`src/rtl/lfsr_pkg.sv`:
```
// Shared constants, state encoding and parity helper for the LFSR message decoder.
package lfsr_pkg;

    localparam int DEF_LFSR_W = 7;
    localparam int NUM_TAPS   = 9;

    localparam logic [6:0] TAP_TBL [0:NUM_TAPS-1] = '{
        7'h60, 7'h48, 7'h78, 7'h72, 7'h6A, 7'h69, 7'h5C, 7'h7E, 7'h7B
    };

    localparam logic [7:0] PAD_CHAR = 8'h20;

    typedef enum logic [2:0] {
        ST_IDLE,
        ST_SEED,
        ST_SEARCH,
        ST_DECODE,
        ST_PAD,
        ST_DONE
    } dec_state_t;

    // Returns 1 when the byte has odd overall parity, i.e. it was corrupted.
    function automatic logic parity(input logic [7:0] v);
        return ^v;
    endfunction

endpackage

```
`src/rtl/lfsr_gen.sv`:
```
// Fibonacci-style LFSR with synchronous load and step; one instance serves both
// the tap search and the decode pass.
module lfsr_gen
    import lfsr_pkg::*;
#(
    parameter int W = DEF_LFSR_W
) (
    input  logic         clk_i,
    input  logic         rst_i,
    input  logic         load_i,
    input  logic [W-1:0] seed_i,
    input  logic         step_i,
    input  logic [W-1:0] tap_i,
    output logic [W-1:0] state_o
);

    logic [W-1:0] state_q, state_d;

    always_comb begin
        state_d = state_q;
        if (load_i) begin
            state_d = seed_i;
        end else if (step_i) begin
            state_d = {state_q[W-2:0], ^(state_q & tap_i)};
        end
    end

    always_ff @(posedge clk_i) begin
        if (rst_i) begin
            state_q <= '0;
        end else begin
            state_q <= state_d;
        end
    end

    assign state_o = state_q;

endmodule

```
`src/rtl/lfsr_msg_decoder.sv`:
```
// Decrypts an LFSR-encrypted, parity-tagged message from data memory into the
// output region, recovering seed and tap pattern from the space-padded preamble.
//   state   | meaning
//   IDLE    | wait for req falling edge
//   SEED    | read byte 0, derive seed
//   SEARCH  | try tap k against preamble bytes 1..PRE_MIN-1
//   DECODE  | decrypt all bytes, drop leading spaces, write the rest
//   PAD     | fill remaining output slots with spaces
//   DONE    | ack high until req is seen again
module lfsr_msg_decoder
    import lfsr_pkg::*;
#(
    parameter int LFSR_W   = 7,
    parameter int MSG_LEN  = 64,
    parameter int IN_BASE  = 64,
    parameter int OUT_BASE = 0,
    parameter int PRE_MIN  = 10,
    parameter int NUM_PTRN = 9,
    parameter int ADDR_W   = 8
) (
    input  logic              clk,
    input  logic              init,
    input  logic              req,
    output logic              ack,
    output logic [ADDR_W-1:0] rd_addr,
    input  logic [LFSR_W:0]   rd_data,
    output logic              wr_en,
    output logic [ADDR_W-1:0] wr_addr,
    output logic [LFSR_W:0]   wr_data,
    output logic [3:0]        ptrn_idx,
    output logic              no_match
);

    localparam int CNT_W = $clog2(MSG_LEN + 1) + 1;
    localparam logic [CNT_W-1:0]  CNT_ONE   = CNT_W'(1);
    localparam logic [CNT_W-1:0]  CNT_TWO   = CNT_W'(2);
    localparam logic [CNT_W-1:0]  CNT_PRE   = CNT_W'(PRE_MIN);
    localparam logic [CNT_W-1:0]  CNT_MSG   = CNT_W'(MSG_LEN);
    localparam logic [3:0]        LAST_PTRN = 4'(NUM_PTRN - 1);
    localparam logic [ADDR_W-1:0] A_ONE     = ADDR_W'(1);
    localparam logic [ADDR_W-1:0] A_IN      = ADDR_W'(IN_BASE);
    localparam logic [ADDR_W-1:0] A_OUT     = ADDR_W'(OUT_BASE);
    localparam logic [LFSR_W-1:0] PAD_P     = PAD_CHAR[LFSR_W-1:0];

    dec_state_t        state_q, state_d;
    logic              req_q;
    logic [CNT_W-1:0]  cnt_q, cnt_d, w_q, w_d;
    logic [ADDR_W-1:0] rd_addr_q, rd_addr_d, wr_addr_q, wr_addr_d;
    logic [LFSR_W:0]   wr_data_q, wr_data_d;
    logic              wr_en_q, wr_en_d, skip_q, skip_d, no_match_q, no_match_d;
    logic [3:0]        ptrn_q, ptrn_d;
    logic [LFSR_W-1:0] seed_q, seed_d;
    logic              lfsr_load, lfsr_step;
    logic [LFSR_W-1:0] lfsr_s, plain;
    logic              perr, is_pad;

    lfsr_gen #(.W(LFSR_W)) u_lfsr (
        .clk_i   (clk),
        .rst_i   (init),
        .load_i  (lfsr_load),
        .seed_i  (seed_q),
        .step_i  (lfsr_step),
        .tap_i   (LFSR_W'(TAP_TBL[ptrn_q])),
        .state_o (lfsr_s)
    );

    assign plain  = rd_data[LFSR_W-1:0] ^ lfsr_s;
    assign perr   = parity(rd_data);
    assign is_pad = (plain == PAD_P);

    always_ff @(posedge clk) begin
        if (init) begin
            state_q    <= ST_IDLE;
            req_q      <= 1'b0;
            cnt_q      <= '0;
            w_q        <= '0;
            rd_addr_q  <= '0;
            wr_addr_q  <= '0;
            wr_data_q  <= '0;
            wr_en_q    <= 1'b0;
            skip_q     <= 1'b0;
            no_match_q <= 1'b0;
            ptrn_q     <= '0;
            seed_q     <= '0;
        end else begin
            state_q    <= state_d;
            req_q      <= req;
            cnt_q      <= cnt_d;
            w_q        <= w_d;
            rd_addr_q  <= rd_addr_d;
            wr_addr_q  <= wr_addr_d;
            wr_data_q  <= wr_data_d;
            wr_en_q    <= wr_en_d;
            skip_q     <= skip_d;
            no_match_q <= no_match_d;
            ptrn_q     <= ptrn_d;
            seed_q     <= seed_d;
        end
    end

    // Read data lags rd_addr by one cycle; the LFSR is stepped so that its state
    // always matches the byte currently on rd_data.
    always_comb begin
        state_d    = state_q;
        cnt_d      = cnt_q;
        w_d        = w_q;
        rd_addr_d  = rd_addr_q;
        wr_addr_d  = wr_addr_q;
        wr_data_d  = wr_data_q;
        wr_en_d    = 1'b0;
        skip_d     = skip_q;
        no_match_d = no_match_q;
        ptrn_d     = ptrn_q;
        seed_d     = seed_q;
        lfsr_load  = 1'b0;
        lfsr_step  = 1'b0;
        case (state_q)
            ST_IDLE: begin
                if (req_q && !req) begin
                    state_d    = ST_SEED;
                    cnt_d      = '0;
                    rd_addr_d  = A_IN;
                    ptrn_d     = '0;
                    no_match_d = 1'b0;
                end
            end
            ST_SEED: begin
                if (cnt_q == '0) begin
                    cnt_d = CNT_ONE;
                end else begin
                    seed_d  = rd_data[LFSR_W-1:0] ^ PAD_P;
                    state_d = ST_SEARCH;
                    cnt_d   = '0;
                end
            end
            ST_SEARCH: begin
                if (cnt_q == '0) begin
                    lfsr_load = 1'b1;
                    rd_addr_d = A_IN + A_ONE;
                    cnt_d     = CNT_ONE;
                end else begin
                    lfsr_step = 1'b1;
                    rd_addr_d = rd_addr_q + A_ONE;
                    cnt_d     = cnt_q + CNT_ONE;
                    if (cnt_q >= CNT_TWO) begin
                        if (!is_pad) begin
                            cnt_d = '0;
                            if (ptrn_q == LAST_PTRN) begin
                                no_match_d = 1'b1;
                                ptrn_d     = '0;
                                state_d    = ST_DECODE;
                                rd_addr_d  = A_IN;
                            end else begin
                                ptrn_d = ptrn_q + 4'd1;
                            end
                        end else if (cnt_q == CNT_PRE) begin
                            state_d   = ST_DECODE;
                            cnt_d     = '0;
                            rd_addr_d = A_IN;
                        end
                    end
                end
            end
            ST_DECODE: begin
                if (cnt_q == '0) begin
                    lfsr_load = 1'b1;
                    skip_d    = 1'b1;
                    w_d       = '0;
                    rd_addr_d = rd_addr_q + A_ONE;
                    cnt_d     = CNT_ONE;
                end else begin
                    lfsr_step = 1'b1;
                    rd_addr_d = rd_addr_q + A_ONE;
                    cnt_d     = cnt_q + CNT_ONE;
                    if (!(skip_q && is_pad && !perr)) begin
                        skip_d    = 1'b0;
                        wr_en_d   = 1'b1;
                        wr_addr_d = A_OUT + ADDR_W'(w_q);
                        wr_data_d = {perr, plain};
                        w_d       = w_q + CNT_ONE;
                    end
                    if (cnt_q == CNT_MSG) begin
                        cnt_d   = '0;
                        state_d = (w_d == CNT_MSG) ? ST_DONE : ST_PAD;
                    end
                end
            end
            ST_PAD: begin
                wr_en_d   = 1'b1;
                wr_addr_d = A_OUT + ADDR_W'(w_q);
                wr_data_d = {1'b0, PAD_P};
                w_d       = w_q + CNT_ONE;
                if (w_d == CNT_MSG) begin
                    state_d = ST_DONE;
                end
            end
            ST_DONE: begin
                if (req) begin
                    state_d = ST_IDLE;
                end
            end
            default: state_d = ST_IDLE;
        endcase
    end

    always_comb begin
        ack = (state_q == ST_DONE);
    end

    assign rd_addr  = rd_addr_q;
    assign wr_en    = wr_en_q;
    assign wr_addr  = wr_addr_q;
    assign wr_data  = wr_data_q;
    assign ptrn_idx = ptrn_q;
    assign no_match = no_match_q;

endmodule

```
`config.mk`:
```
export PLATFORM = sky130hd
export DESIGN_NAME = lfsr_msg_decoder
export DESIGN_NICKNAME = d
export VERILOG_FILES = /design/src/rtl/lfsr_pkg.sv /design/src/rtl/lfsr_gen.sv /design/src/rtl/lfsr_msg_decoder.sv
export SDC_FILE = /design/constraint.sdc
export NUM_CORES = 1
export LEC_CHECK = 0
export ABC_AREA = 1
export CORE_ASPECT_RATIO = 0.8
export CORE_UTILIZATION = 35
export CTS_BUF_LIST = sky130_fd_sc_hd__clkbuf_2
export CTS_CLUSTER_DIAMETER = 120
export DETAILED_ROUTE_END_ITERATION = 8
export GPL_TIMING_DRIVEN = 0
export SLEW_MARGIN = 40
export SYNTH_ARGS = -nofsm -noshare
export SYNTH_HDL_FRONTEND = slang
export SYNTH_SLANG_ARGS = --single-unit
```
`constraint.sdc`:
```
create_clock -name clk -period 2.3 [get_ports clk]
set_clock_uncertainty 0.15 [all_clocks]
set_input_delay 0.46 -clock clk [delete_from_list [all_inputs] [get_ports clk]]
set_output_delay 0.46 -clock clk [all_outputs]
set_load 0.01 [all_outputs]
```
Yosys cells after proc, flatten, opt, wreduce, memory -nomap -nowiden --
Memory sizes are Yosys's and may differ from the RTL's. Cells that the tools add are included.
Word-level totals: register bits 65, memory bits (read-only) 112, input port bits 11, output and inout port bits 31, logic and storage cells 138, memories kept 1
Cells by class: add/sub/neg operators 4, order comparisons 2, equal/unequal tests 25, multiplexer cells 65, bitwise logic cells 5, reductions and logical operators 23
Memory list:
- (name not given) | depth 16, bits a word 7, read ports 1, clocked after memory_dff 0, wr ports 0, line lfsr_msg_decoder.sv:63 | .tap_i (LFSR_W'(TAP_TBL[ptrn_q])),
Operators with widths (number):
- 8-bit two-way mux | 21
- 8-bit case mux with 2 select lines | 3
- 3-bit two-way mux | 11
- 8-bit case mux with 4 select lines | 1
- 7-bit two-way mux | 4
- 8-bit by 1-bit adder with 8-bit output, second input constant | 3
- 8-bit by 7-bit == test with 1-bit output, second input constant | 3
- 2-bit != test, second input constant | 12
- 8-bit case mux with 3 select lines | 1
- 4-bit two-way mux | 5
- 3-bit case mux with 6 select lines | 1
- 1-bit two-way mux | 15
- 10-bit AND reduction | 1
- 8-bit by 4-bit == test with 1-bit output, second input constant | 1
- 8-bit by 2-bit greater-or-equal comparator with 1-bit output, second input constant | 1
- 8-bit zero test | 1
- 4-bit case mux with 2 select lines | 1
- 2-bit AND reduction | 4
- 8-bit parity | 1
- 7-bit bitwise AND | 1
- 7-bit by 6-bit == test with 1-bit output, second input constant | 1
- 7-bit parity | 1
- 7-bit XOR | 1
- 3-bit by 2-bit == test with 1-bit output, second input constant | 2
- other kinds (19) | 28

Depth between registers and ports, before layout --
Gate-level depths: netlist of run 1.
depth in word-level cells 12, mapped depth 17, depth with buffers taken out 17

Hierarchy --
A second synthesis of run 1 with hierarchy kept.
Unflattened totals: cell total of the unflattened synthesis 599, area total of the unflattened synthesis 3839.9 µm²
By module, submodules not included:
- lfsr_msg_decoder | times used 1, cells an instance 514, area an instance 3337.0 µm², seq. area each 1161.1 µm²
- lfsr_gen | times used 1, cells an instance 85, area an instance 503.0 µm², seq. area each 140.1 µm²

Worst setup path after synthesis of run 1 --
OpenSTA, ideal clock, no wires.
path kind input to register, start input port rd_data[6], end register wr_addr_q[5], in the netlist wr_addr[5], setup time 0.117 ns, data arrival time 1.783 ns, data required time 2.033 ns, path slack 0.250 ns, cell stages on the path 13, path buffers 1, cell sequence inv_1 > nand2_1 > nand2_1 > nand2_1 > nor2_1 > nand3_2 > nor2_8 > nor3_4 > nor2_8 > inv_6 > buf_8 > o21ai_2 > a21oi_2
On the way: word-level cells in the longest chain between the ends 6, elaborated cells on any way between the ends 8, those cells by class eq/ne: 2; bitwise: 1; reduce/logical: 5
Ends and longest elaborated chain:
- start: declaration | line lfsr_msg_decoder.sv:26 | input logic [LFSR_W:0] rd_data,
- 7-bit XOR | line lfsr_msg_decoder.sv:67 | assign plain = rd_data[LFSR_W-1:0] ^ lfsr_s;
- 7-bit by 6-bit == test with 1-bit output | line lfsr_msg_decoder.sv:69 | assign is_pad = (plain == PAD_P);
- 1-bit logical AND | line lfsr_msg_decoder.sv:175 | if (!(skip_q && is_pad && !perr)) begin
- 1-bit logical AND (*) | line lfsr_msg_decoder.sv:175
- 2-bit != test (no line) (*)
- 3-bit AND reduction (no line) (*)
- end signal: assignment | line lfsr_msg_decoder.sv:91 | wr_addr_q <= wr_addr_d;
- end: declaration | line lfsr_msg_decoder.sv:48 | logic [ADDR_W-1:0] rd_addr_q, rd_addr_d, wr_addr_q, wr_addr_d;
Every way passes the cells marked *; elsewhere a longest branch is shown, timed or not. A chain may end at the register's enable or synchronous reset.

Worst setup path after layout of run 1 --
start input port rd_data[3], end register state_q[0]
On the way: word-level cells in the longest chain between the ends 12, elaborated cells on any way between the ends 20, those cells by class eq/ne: 4; mux: 10; bitwise: 1; reduce/logical: 5
Ends and longest elaborated chain:
- 7-bit XOR | line lfsr_msg_decoder.sv:67
- 7-bit by 6-bit == test with 1-bit output | line lfsr_msg_decoder.sv:69
- 1-bit logical AND (2 in a row) | line lfsr_msg_decoder.sv:175
- 8-bit two-way mux | line lfsr_msg_decoder.sv:175
- 8-bit two-way mux | line lfsr_msg_decoder.sv:165 | if (cnt_q == '0) begin
- 8-bit two-way mux | line lfsr_msg_decoder.sv:117 | case (state_q)
- 8-bit by 7-bit == test with 1-bit output | line lfsr_msg_decoder.sv:184 | state_d = (w_d == CNT_MSG) ? ST_DONE : ST_PAD;
- 1-bit two-way mux | line lfsr_msg_decoder.sv:184
- 3-bit two-way mux | line lfsr_msg_decoder.sv:182 | if (cnt_q == CNT_MSG) begin
- 3-bit two-way mux | line lfsr_msg_decoder.sv:165
- 3-bit case mux with 6 select lines | line lfsr_msg_decoder.sv:117
- end signal: assignment | line lfsr_msg_decoder.sv:86 | state_q <= state_d;
- end: declaration | line lfsr_msg_decoder.sv:45 | dec_state_t state_q, state_d;
Several ways; a longest one is shown, not always the timed one. The select of a mux whose other input is x is not followed.

==> results.md, run 1 <==
- Final WL: 10.4 mm
- Period utilisation layout: 97.4%
- Most used cell, CP: nand2_1
- Clock Tree Root: clkbuf_2
- Dominant cells by area after synthesis: dfxtp_1 34%, nand2_1 16%, inv_1 7.3%
- Layout Nets: 641
- Port bufs: 40
- Placed inst area: 4360 um2
- Leakage: about 2.0 nW
- Setup crit start kind: input pin
- Initial antenna violation count: 0
- Post-synthesis compound-gate area fraction: about 17%
- Final Hold Fails: 0
- Worst EP required: roughly 2.6 ns
- Vias: between 3,000 and 4,000
- Die height: 95.0 um
- Hold WS: approximately 0.091 ns
- Main combinational cell family by area after synthesis: simple AND/OR/NAND/NOR gates
- Worst Setup SP: rd_data[3]
- CP Capture Type: register
- CTS tree: built
- Cell Area, Synth: 3790 um2
- Tmin final: 2.24 ns
- Number of global-route vias before repair: 3,427
- Hold/Removal Path Class: in2reg
- Worst-Skew Late Latency: 0.53 ns
- Rows: 33
- Sum Neg Setup Slack: 0 ns
- Final setup fails: 0
- Ys Warns: 0
- Mux contribution to synthesized area: 0%
- Clock tree buffer depth: 2
- Sequential share of the synthesized area: 34.4%
- CP max FO: 5
- Die area: around 11,000 um2
- Fill cells: 1,099
- CTS buffer count: 9
- Status: completed
- Largest net degree at the start of global routing: 11
- Num ports: 42
- Core area: 10,400 um2
- Total power: 3.42 mW
- Least-Margin Pin Slew: about 0.68 ns
- Relative slew slack: 54.4%
- Worst min-delay path startpoint: rd_data[5]
- Synth area leader: dfxtp_1
- CTS H-tree lvls: 3
- Gr ovfl total: 0
- Syn-to-layout area delta: 23.4%
- Post-route ant nets: 0
- Final Cell Area: 4670 um2
- Clk sinks: 65
- Pwr dens: 733 nW/um2
- Synth Area in XOR/XNOR: 4.39%
- Multi-input gate area: ~2200 um2
- Starting Density: between 30% and 40%
- Cell variety after synth: 41
- Die width: 118 um
- Layout cells sized above 1: 13.4%
- Post-synth top area share: 34.4%
- Syn Area/Cell: roughly 6.8 um2
- Final HPWL DP: ~7.6 mm
- Crit-path slowest cell: clkdlybuf4s50_1
- Synthesis-stage register bit count: 65
- Drt drc: 0
- Max-cap viol count: 0
- Crit-path cells: clkdlybuf4s50_1 -> xor2_1 -> nor2_4 -> nand3_4 -> buf_4 -> inv_1 -> nand2_1 -> nand2_1 -> nand2_1 -> nand2_1 -> nor2_1 -> nand2_1 -> nand2_1 -> nand2_1 -> a21oi_1
- RSZ-0062 raised after global routing: yes
- Syn Inst Count: 559
- Gr usage total: 19.4%
- Syn Nets: 579
- N_diodes: 0
- Data arrival time of the critical path: 2.56 ns
- First-pass GRT wire length: around 17 mm
- DR iter-0 viols: 312
- Worst-path clk slew: 0.18 ns
- CP max stage delay: 0.55 ns
- Synth Area in Simple Gates: a little under a third
- Global placer's final weighted congestion: 0.911
- DRT Pass-1 Iters: 4
- Worst VDD drop: 351 uV
- FMAX: 446 MHz
- Via density: 4.97
- WS Path Type: in2reg
- Reg-to-Reg Start: u_lfsr.state_o[3]$_SDFFE_PP0P_
- Register cell area after layout: 1320 um2
- Post-Synth Adder-Cell Area: 2.97%
- Routed len/inst: 13.6 um
- Max-slew violations: 0
[cell usage in the layout (no fill, tap or decap), drive strengths merged]
cell and count:
ha 9, o21bai 2, dlymetal6s2s 3, dlygate4sd2 1, or2 2, nand3 34, clkbuf 17, nor3b 1
buf 15, nand2 163, o221a 1, bufinv 1, a21oi 42, o2111ai 2, xor2 15, a21boi 1
o22ai 4, a211oi 3, inv 83, nand4 8, nor2 47, o211ai 5, clkdlybuf4s50 36, o21ai 38
xnor2 4, clkinv 4, nor3 9, dfxtp 65, a31oi 11
[where the power goes]
group / leakage (nW) / total [mW] / switching, mW / internal, mW
Combinational: 1.37 / 1.34 / 0.840 / 0.501
Sequential: 0.531 / 1.41 / 0.132 / 1.28
Clock: 0.0684 / 0.670 / 0.422 / 0.248
[critical path, delay by kind of cell]
family | cells | cell delay, ns
simple gates | 10 | 0.90
compound gates | 1 | 0.11
buf+inv | 3 | 0.73
xor+xnor | 1 | 0.32
[repair_timing]
action / CTS / global route
hold buffers: 0 / 0
pin swaps: 2 / 4
gates cloned: 0 / 0
endpoints found under the setup margin: 14 / 37
resized for setup: 11 / 23
setup buffers: 3 / 8
[flip-flops by register name (all words and copies together), names as in the netlist, 3 cells and up]
register        flops
rd_addr             8
seed_q              7
wr_addr             8
wr_data             8
ptrn_idx            4
w_q                 8
u_lfsr.state_o      7
state_q             3
cnt_q               8
[through the flow]
step	std cells	utilization, %	setup slack [ns]
floorplan	559	-	0.250
global placement	739	41.9	-0.687
detailed placement	739	41.9	-0.688
CTS	758	43.7	0.0106
global route	766	44.9	-0.0351
finish	766	44.9	0.0588
[cell usage after synthesis]
| cell | number |
|---|---|
| o21ai_2 | 2 |
| o2111ai_1 | 1 |
| nor3b_4 | 1 |
| o2111ai_2 | 1 |
| o21ai_0 | 35 |
| nor3_1 | 7 |
| ha_1 | 9 |
| clkbuf_1 | 6 |
| o221a_2 | 1 |
| xnor2_1 | 4 |
| a21oi_2 | 3 |
| inv_1 | 74 |
| nor2_1 | 38 |
| nor3_2 | 1 |
| o21ai_1 | 1 |
| nor2_8 | 2 |
| nand3_2 | 1 |
| buf_8 | 1 |
| nand3_1 | 33 |
| nand2_2 | 2 |
| inv_6 | 2 |
| a21oi_1 | 39 |
| buf_1 | 2 |
| o22ai_1 | 4 |
| nand2_1 | 158 |
| inv_2 | 7 |
| or2_2 | 2 |
| o211ai_1 | 5 |
| xor2_1 | 15 |
| nor3_4 | 1 |
| a31oi_1 | 10 |
| a211oi_1 | 3 |
| a21boi_0 | 1 |
| dfxtp_1 | 65 |
| nand4_1 | 8 |
| buf_2 | 1 |
| nor2_4 | 3 |
| nand2_4 | 3 |
| nor2_2 | 4 |
| o21bai_1 | 2 |
| a31oi_2 | 1 |
[worst paths after layout]
check | endpoint | slack [ns] | cells after the start
worst min register to register | wr_data[7]$_SDFFE_PP0P_ | 0.33 | 2
worst max register to register | state_q[0]$_SDFFE_PP0P_ | 0.07 | 14
worst max-delay path | state_q[0]$_SDFFE_PP0P_ | 0.06 | 15
worst min-delay path | seed_q[5]$_SDFFE_PP0P_ | 0.09 | 2
[cell type report]
cell class              instances  area share, %
repair buffers                 51           11.3
multi-input cells             401           46.7
plain buffers                  10           1.10
flip-flops and latches         65           28.1
well taps                     140           3.75
inverters                      83           6.88
clock inverters                 5          0.991
clock buffers                  11           1.18
[routing by layer]
layer	vias to the layer above	global-route usage (%)	share of wire, %
li1	1945	-	-
met1	1759	26.7	51
met2	90	29.1	43
met3	12	5.80	5.4
met4	0	5.88	1.0
met5	-	0	0
[cell families after synthesis]
| kind of cell | after synthesis |
|---|---|
| DFF | 65 |
| and+or+nand+nor | 264 |
| adders and majority gates | 9 |
| AOI/OAI and AO/OA | 109 |
| buffers and inverters | 93 |
| xor gates and xnor gates | 19 |
(Power assumes the default switching activity.)
==> run 2, diff against run 1 <==
==> constraint.sdc (replaced) <==
create_clock -name clk -period 2.3 [get_ports clk]
set_clock_uncertainty 0.15 [all_clocks]
set_input_delay 0.23 -clock clk [delete_from_list [all_inputs] [get_ports clk]]
set_output_delay 0.23 -clock clk [all_outputs]
set_load 0.01 [all_outputs]
==> run 2 against run 1 <==
Compared with the run above:
- clock power fell by 0.6%
- sequential power about the same
- worst hold slack worse by 0.0095 ns
- worst setup slack better by 0.070 ns
- die area did not move
- critical path depth down 4
- via count increased by 0.16%
==> results.md, run 2 (synthesized netlist as in run 1, its figures left out) <==
- Status: completed
- Commonest non-fill, non-tap cell in the layout: nand2_1
- Reg2reg path depth: 11 (-3)
- Rows: 33 (unchanged)
- Pwr dens: 739 nW/um2 (+0.89%)
- First-pass GRT wire length: 16.8 mm (-0.73%)
- Tmin final: 2.17 ns (-0.0697 ns)
- Wl on met1: 5.19 mm (-1.2%)
- WS Path Type: reg2reg
- Worst-path clk slew: 0.18 ns (about the same)
- RR Endpoint: wr_addr[5]$_SDFFE_PP0P_
- Max-cap viol count: 0 (unchanged)
- Gr ovfl total: 0 (unchanged)
- Data arrival time of the critical path: 2.46 ns (-0.10 ns)
- Clock Tree Root: clkbuf_2
- Final setup fails: 0 (unchanged)
- Hold buffer count at cts: 0 (unchanged)
- RSZ-0062 raised after global routing: yes
- Gr usage total: 19.2% (-0.17 points)
- Max-slew violations: 0 (unchanged)
- Hold/Removal Path Class: in2reg
- Sum Neg Setup Slack: 0 ns (unchanged)
- Worst-Skew Late Latency: 0.53 ns (about the same)
- Clock tree buffer depth: 2 (unchanged)
- Starting Density: 36.4% (unchanged)
- N_diodes: 0 (unchanged)
- CP Capture Type: register
- CTS tree: built
- Worst Setup SP: cnt_q[4]$_SDFFE_PP0P_
- CP max stage delay: 0.38 ns (-0.17 ns)
- DR iter-0 viols: 260 (-17%)
- DR top layer: met4
- Least-Margin Pin Slew: 0.653 ns (-0.0287 ns)
- Most used cell, CP: buf_12
- Largest net degree at the start of global routing: 11 (unchanged)
- Worst min-delay path startpoint: init
- DRT Pass-1 Iters: 4 (unchanged)
- FMAX: 461 MHz (+3.2%)
- Placed cells: 739 (unchanged)
- Worst EP required: 2.59 ns (-0.03 ns)
- Num ports: 42 (unchanged)
- Most frequent cells in the layout: 154 x nand2_1, 74 x inv_1, 56 x dfxtp_1
- Global placer's final weighted congestion: 0.911 (unchanged)
- Initial antenna violation count: 0 (unchanged)
- Reg-to-reg setup timing slack: 0.13 ns (+0.06 ns)
- Via density: 4.96 (-0.23%)
- Worst VDD drop: 350 uV (-0.12%)
- Met2 wire length: 4.43 mm (-1.0%)
- Syn-to-layout area delta: 23.5%
- Die area: 11,200 um2 (unchanged)
- Layout cells sized above 1: 13.8% (+0.41 points)
- Final WL: 10.3 mm (-0.80%)
- Met3 routed WL: 558 um (-0.71%)
- CTS H-tree lvls: 3 (unchanged)
- Post-place setup slack: -0.458 ns (+0.230 ns)
- Crit-path cells: nor2_1 -> nand3_2 -> nor2_4 -> buf_12 -> nor3_4 -> buf_12 -> nor2_8 -> inv_6 -> buf_8 -> o21ai_2 -> a21oi_2
- Reg-to-Reg Start: cnt_q[4]$_SDFFE_PP0P_
- Post-route ant nets: 0 (unchanged)
- Die height: 95.0 um (unchanged)
- Layout Nets: 644 (+0.47%)
- Non-Filler Instances: 769 (+0.39%)
- Setup crit start kind: register
- Routed len/inst: 13.4 um (-1.2%)
- Setup ws final: 0.129 ns (+0.0697 ns)
- Die width: 118 um (unchanged)
- Final core utilization: 45.0% (+0.060 points)
- Drt drc: 0 (unchanged)
- Total power: 3.46 mW (+1.0%)
- Final HPWL DP: 7.62 mm (unchanged)
- Fill cells: 1,109 (+0.91%)
- Core area: 10,400 um2 (unchanged)
- Leakage: 1.98 nW (+0.34%)
- Relative slew slack: 56.5% (+2.1 points)
- Hold EP: w_q[1]$_SDFFE_PP0N_
- Clk sinks: 65 (unchanged)
- Number of global-route vias before repair: 3,402 (-0.73%)
- Port bufs: 40 (unchanged)
- Hold Path Cell Cnt: 2 (unchanged)
- Period utilisation layout: 94.4% (-3.0 points)
- Crit-path slowest cell: dfxtp_1
- Vias: 3,812 (+0.16%)
- CP max FO: 10 (+5)
- CTS buffer count: 9 (unchanged)
- Final Hold Fails: 0 (unchanged)
==> run 2: cell count changes in the layout (fill, tap and decap cells not counted), sizes merged <==
cell and change:
buf +3, clkdlybuf4s50 +3, dlygate4sd2 -1, dlymetal6s2s -2
==> run 2: worst max-delay path by stage <==
stage	cells past startpoint	slack [ns]	endpoint
final	11	0.13	wr_addr[5]$_SDFFE_PP0P_
after global routing	12	-0.04	cnt_q[7]$_SDFFE_PP0P_
after CTS	10	0.01	cnt_q[7]$_SDFFE_PP0P_
after detailed placement	14	-0.46	wr_addr[5]$_SDFFE_PP0P_
after global placement	14	-0.46	wr_addr[5]$_SDFFE_PP0P_
after floorplan	11	0.34	u_lfsr.state_o[0]$_SDFFE_PP0P_
==> run 2: power by group <==
| part | switching (mW) | leakage, nW | internal (mW) | total [mW] |
|---|---|---|---|---|
| clock | 0.418 | 0.0684 | 0.248 | 0.666 |
| sequential | 0.131 | 0.531 | 1.28 | 1.41 |
| combinational | 0.842 | 1.38 | 0.542 | 1.38 |
==> run 2: cell type report <==
type	instances	area, um2	area share [%]
timing repair buffer	54	533	11.4
inverter	83	322	6.87
buffer	10	51.3	1.10
tap	140	175	3.74
clock buffer	11	55.1	1.18
clock inverter	5	46.3	0.990
multi-input combinational	401	2180	46.6
sequential	65	1320	28.1
==> run 2: metrics by stage <==
step,hold slack [ns],cell area (um2)
final,0.0817,4680
after global routing,0.0313,4680
after CTS,0.0425,4490
after detailed placement,0.309,4360
after global placement,0.306,4360
after floorplan,0.170,3790
==> run 2: timing repair <==
action / CTS / global route
setup endpoints to repair: 13 / 39
resized for setup: 8 / 23
gates cloned: 0 / 0
pin swaps: 0 / 8
buffers inserted: 0 / 14
==> run 2: critical path: cells and delay by family (launching register included) <==
family / cells / cell delay, ns
and+or+nand+nor: 5 / 0.89
AOI/OAI and AO/OA: 2 / 0.17
buffers and inverters: 4 / 0.48
DFF: 1 / 0.38
==> run 2: routing by layer <==
layer	vias up	track usage (%)
met5	-	0
met4	0	5.56
met3	15	5.80
met2	90	29.2
met1	1763	26.3
li1	1944	-
==> run 3, diff against run 2 <==
Settings changed: CELL_PAD_IN_SITES_DETAIL_PLACEMENT set to 1, CELL_PAD_IN_SITES_GLOBAL_PLACEMENT set to 1, CORE_MARGIN set to 5, PLACE_DENSITY_LB_ADDON set to 0.1.
==> run 3 against run 2 <==
Compared with the run above:
- count of clock-buffer cells in the layout down 1
- combinational power is 4% higher
- sequential share of layout area barely moved
- clock power increased by 21%
- global-route usage down 0.78 points
==> results.md, run 3 (synthesized netlist as in run 1, its figures left out) <==
- Status: completed
- Sum Neg Setup Slack: 0 ns (unchanged)
- Max-slew violations: 0 (unchanged)
- Worst min-delay path startpoint: init
- Fill cells: 1,411 (+27%)
- Crit-path cells: inv_1 -> nand2_1 -> nand2_1 -> nand2_1 -> nor2_4 -> nand3_4 -> nor2_8 -> buf_4 -> nand2_1 -> nand2_1 -> nand2_1 -> nor2_1 -> nand2_1 -> nand2_1 -> nand2_1 -> a21oi_1
- Worst-path clk slew: 0.20 ns (+0.02 ns)
- Rows: 34 (+3.0%)
- Hold WS: 0.0808 ns (-0.000943 ns)
- Commonest non-fill, non-tap cell in the layout: nand2_1
- CTS buffer count: 9 (unchanged)
- DR iter-0 viols: 199 (-23%)
- Data arrival time of the critical path: 2.48 ns (+0.02 ns)
- Final setup fails: 0 (unchanged)
- Die width: 126 um (+6.8%)
- Total power: 3.65 mW (+5.7%)
- Layout cells sized above 1: 14.4% (+0.57 points)
- Non-Filler Instances: 769 (unchanged)
- Worst VDD drop: 263 uV (-25%)
- Reg2reg path depth: 16 (+5)
- Largest net degree at the start of global routing: 12 (+1)
- Gr usage total: 18.5% (-0.78 points)
- Core area: 10,700 um2 (+3.0%)
- Drt drc: 0 (unchanged)
- Final HPWL DP: 9.16 mm (+20%)
- Pwr dens: 779 nW/um2 (+5.4%)
- Gr ovfl total: 0 (unchanged)
- Clock Tree Root: clkbuf_2
- DRT Pass-1 Iters: 4 (unchanged)
- Via density: 4.97 (+0.24%)
- Die area: 13,000 um2 (+16%)
- Global placer's final weighted congestion: 0.869 (-4.5%)
- Reg-to-Reg Start: u_lfsr.state_o[1]$_SDFFE_PP0P_
- Port bufs: 40 (unchanged)
- Crit-path slowest cell: dfxtp_2
- Period utilisation layout: 95.3% (+0.88 points)
- N_diodes: 0 (unchanged)
- CTS tree: built
- Reg-to-reg setup timing slack: 0.11 ns (-0.02 ns)
- Hold EP: w_q[1]$_SDFFE_PP0N_
- Leakage: 1.96 nW (-0.60%)
- RR Endpoint: state_q[0]$_SDFFE_PP0P_
- Layout Nets: 640 (-0.62%)
- Worst Setup SP: u_lfsr.state_o[1]$_SDFFE_PP0P_
- Setup crit start kind: register
- Routed len/inst: 15.5 um (+15%)
- Final WL: 11.9 mm (+15%)
- Worst EP required: 2.59 ns (about the same)
- CP max stage delay: 0.39 ns (about the same)
- Syn-to-layout area delta: 23.8%
- Worst-Skew Late Latency: 0.51 ns (-0.02 ns)
- Num ports: 42 (unchanged)
- Initial antenna violation count: 0 (unchanged)
- Clock tree buffer depth: 2 (unchanged)
- First-pass GRT wire length: 19.3 mm (+15%)
- Final core utilization: 43.7% (-1.2 points)
- Max-cap viol count: 0 (unchanged)
- CP Capture Type: register
- CP max FO: 7 (-3)
- FMAX: 456 MHz (-0.92%)
- RSZ-0062 raised after global routing: yes
- Vias: 3,821 (+0.24%)
- Clk sinks: 65 (unchanged)
- Tmin final: 2.19 ns (+0.0203 ns)
- Relative slew slack: 52.8% (-3.7 points)
- Starting Density: 35.3% (-1.1 points)
- Final Hold Fails: 0 (unchanged)
- Number of global-route vias before repair: 3,915 (+15%)
- Hold Path Cell Cnt: 2 (unchanged)
- Most used cell, CP: nand2_1
- Hold buffer count at cts: 0 (unchanged)
- Least-Margin Pin Slew: 0.709 ns (+0.0556 ns)
- Most frequent cells in the layout: 154 x nand2_1, 73 x inv_1, 55 x dfxtp_1
- Post-route ant nets: 0 (unchanged)
- CTS H-tree lvls: 3 (unchanged)
- Placed cells: 743 (+0.54%)
- Hold/Removal Path Class: in2reg
- WS Path Type: reg2reg
- Die height: 103 um (+8.4%)
[run 3: metal layers]
metal | share of wire (%) | up-vias | wire length, um | global-route usage, %
met5 | 0 | - | 0 | 0
met4 | 1.0 | 0 | 125 | 4.62
met3 | 4.6 | 11 | 552 | 3.52
met2 | 46 | 82 | 5510 | 32.0
met1 | 48 | 1801 | 5720 | 24.0
li1 | - | 1927 | - | -
[run 3: worst max-delay path: cells and delay by family (launching register included)]
| family | cells | cell delay (ns) |
|---|---|---|
| AOI/OAI and AO/OA | 1 | 0.11 |
| and+or+nand+nor | 13 | 1.20 |
| buffers and inverters | 2 | 0.26 |
| DFF | 1 | 0.39 |
[run 3: timing repair]
action / 4_1_cts / 5_1_grt
setup buffers: 6 / 4
gates resized for setup: 11 / 26
endpoints found under the setup margin: 25 / 35
pin swaps: 3 / 5
[run 3: metrics by stage]
stage                     area (um2)  worst slack (ns)
final                           4690             0.108
after global routing            4690           -0.0681
after CTS                       4600            0.0195
after detailed placement        4370            -0.594
after global placement          4370            -0.529
after floorplan                 3790             0.338
[run 3: worst max path at each step]
stage,endpoint,cells after the start
final,state_q[0]$_SDFFE_PP0P_,16
after global routing,w_q[0]$_SDFFE_PP0N_,8
after CTS,ack,4
after detailed placement,wr_addr[6]$_SDFFE_PP0P_,14
after global placement,wr_addr[5]$_SDFFE_PP0P_,14
after floorplan,u_lfsr.state_o[0]$_SDFFE_PP0P_,11
[run 3: area by class of cell]
type	count	area (um2)	share of cell area [%]
Inverter	83	322	6.86
Clock inverter	6	82.6	1.76
Clock buffer	10	50.0	1.07
Tap cell	144	180	3.84
Buffer	10	51.3	1.09
Multi-Input combinational cell	401	2200	46.9
Sequential cell	65	1320	28.1
Timing Repair Buffer	50	490	10.5
[run 3: where the power goes]
part           total [mW]  switching, mW  internal [mW]
clock               0.807          0.448          0.359
sequential           1.40          0.129           1.28
combinational        1.44          0.892          0.551
total                3.65           1.47           2.19
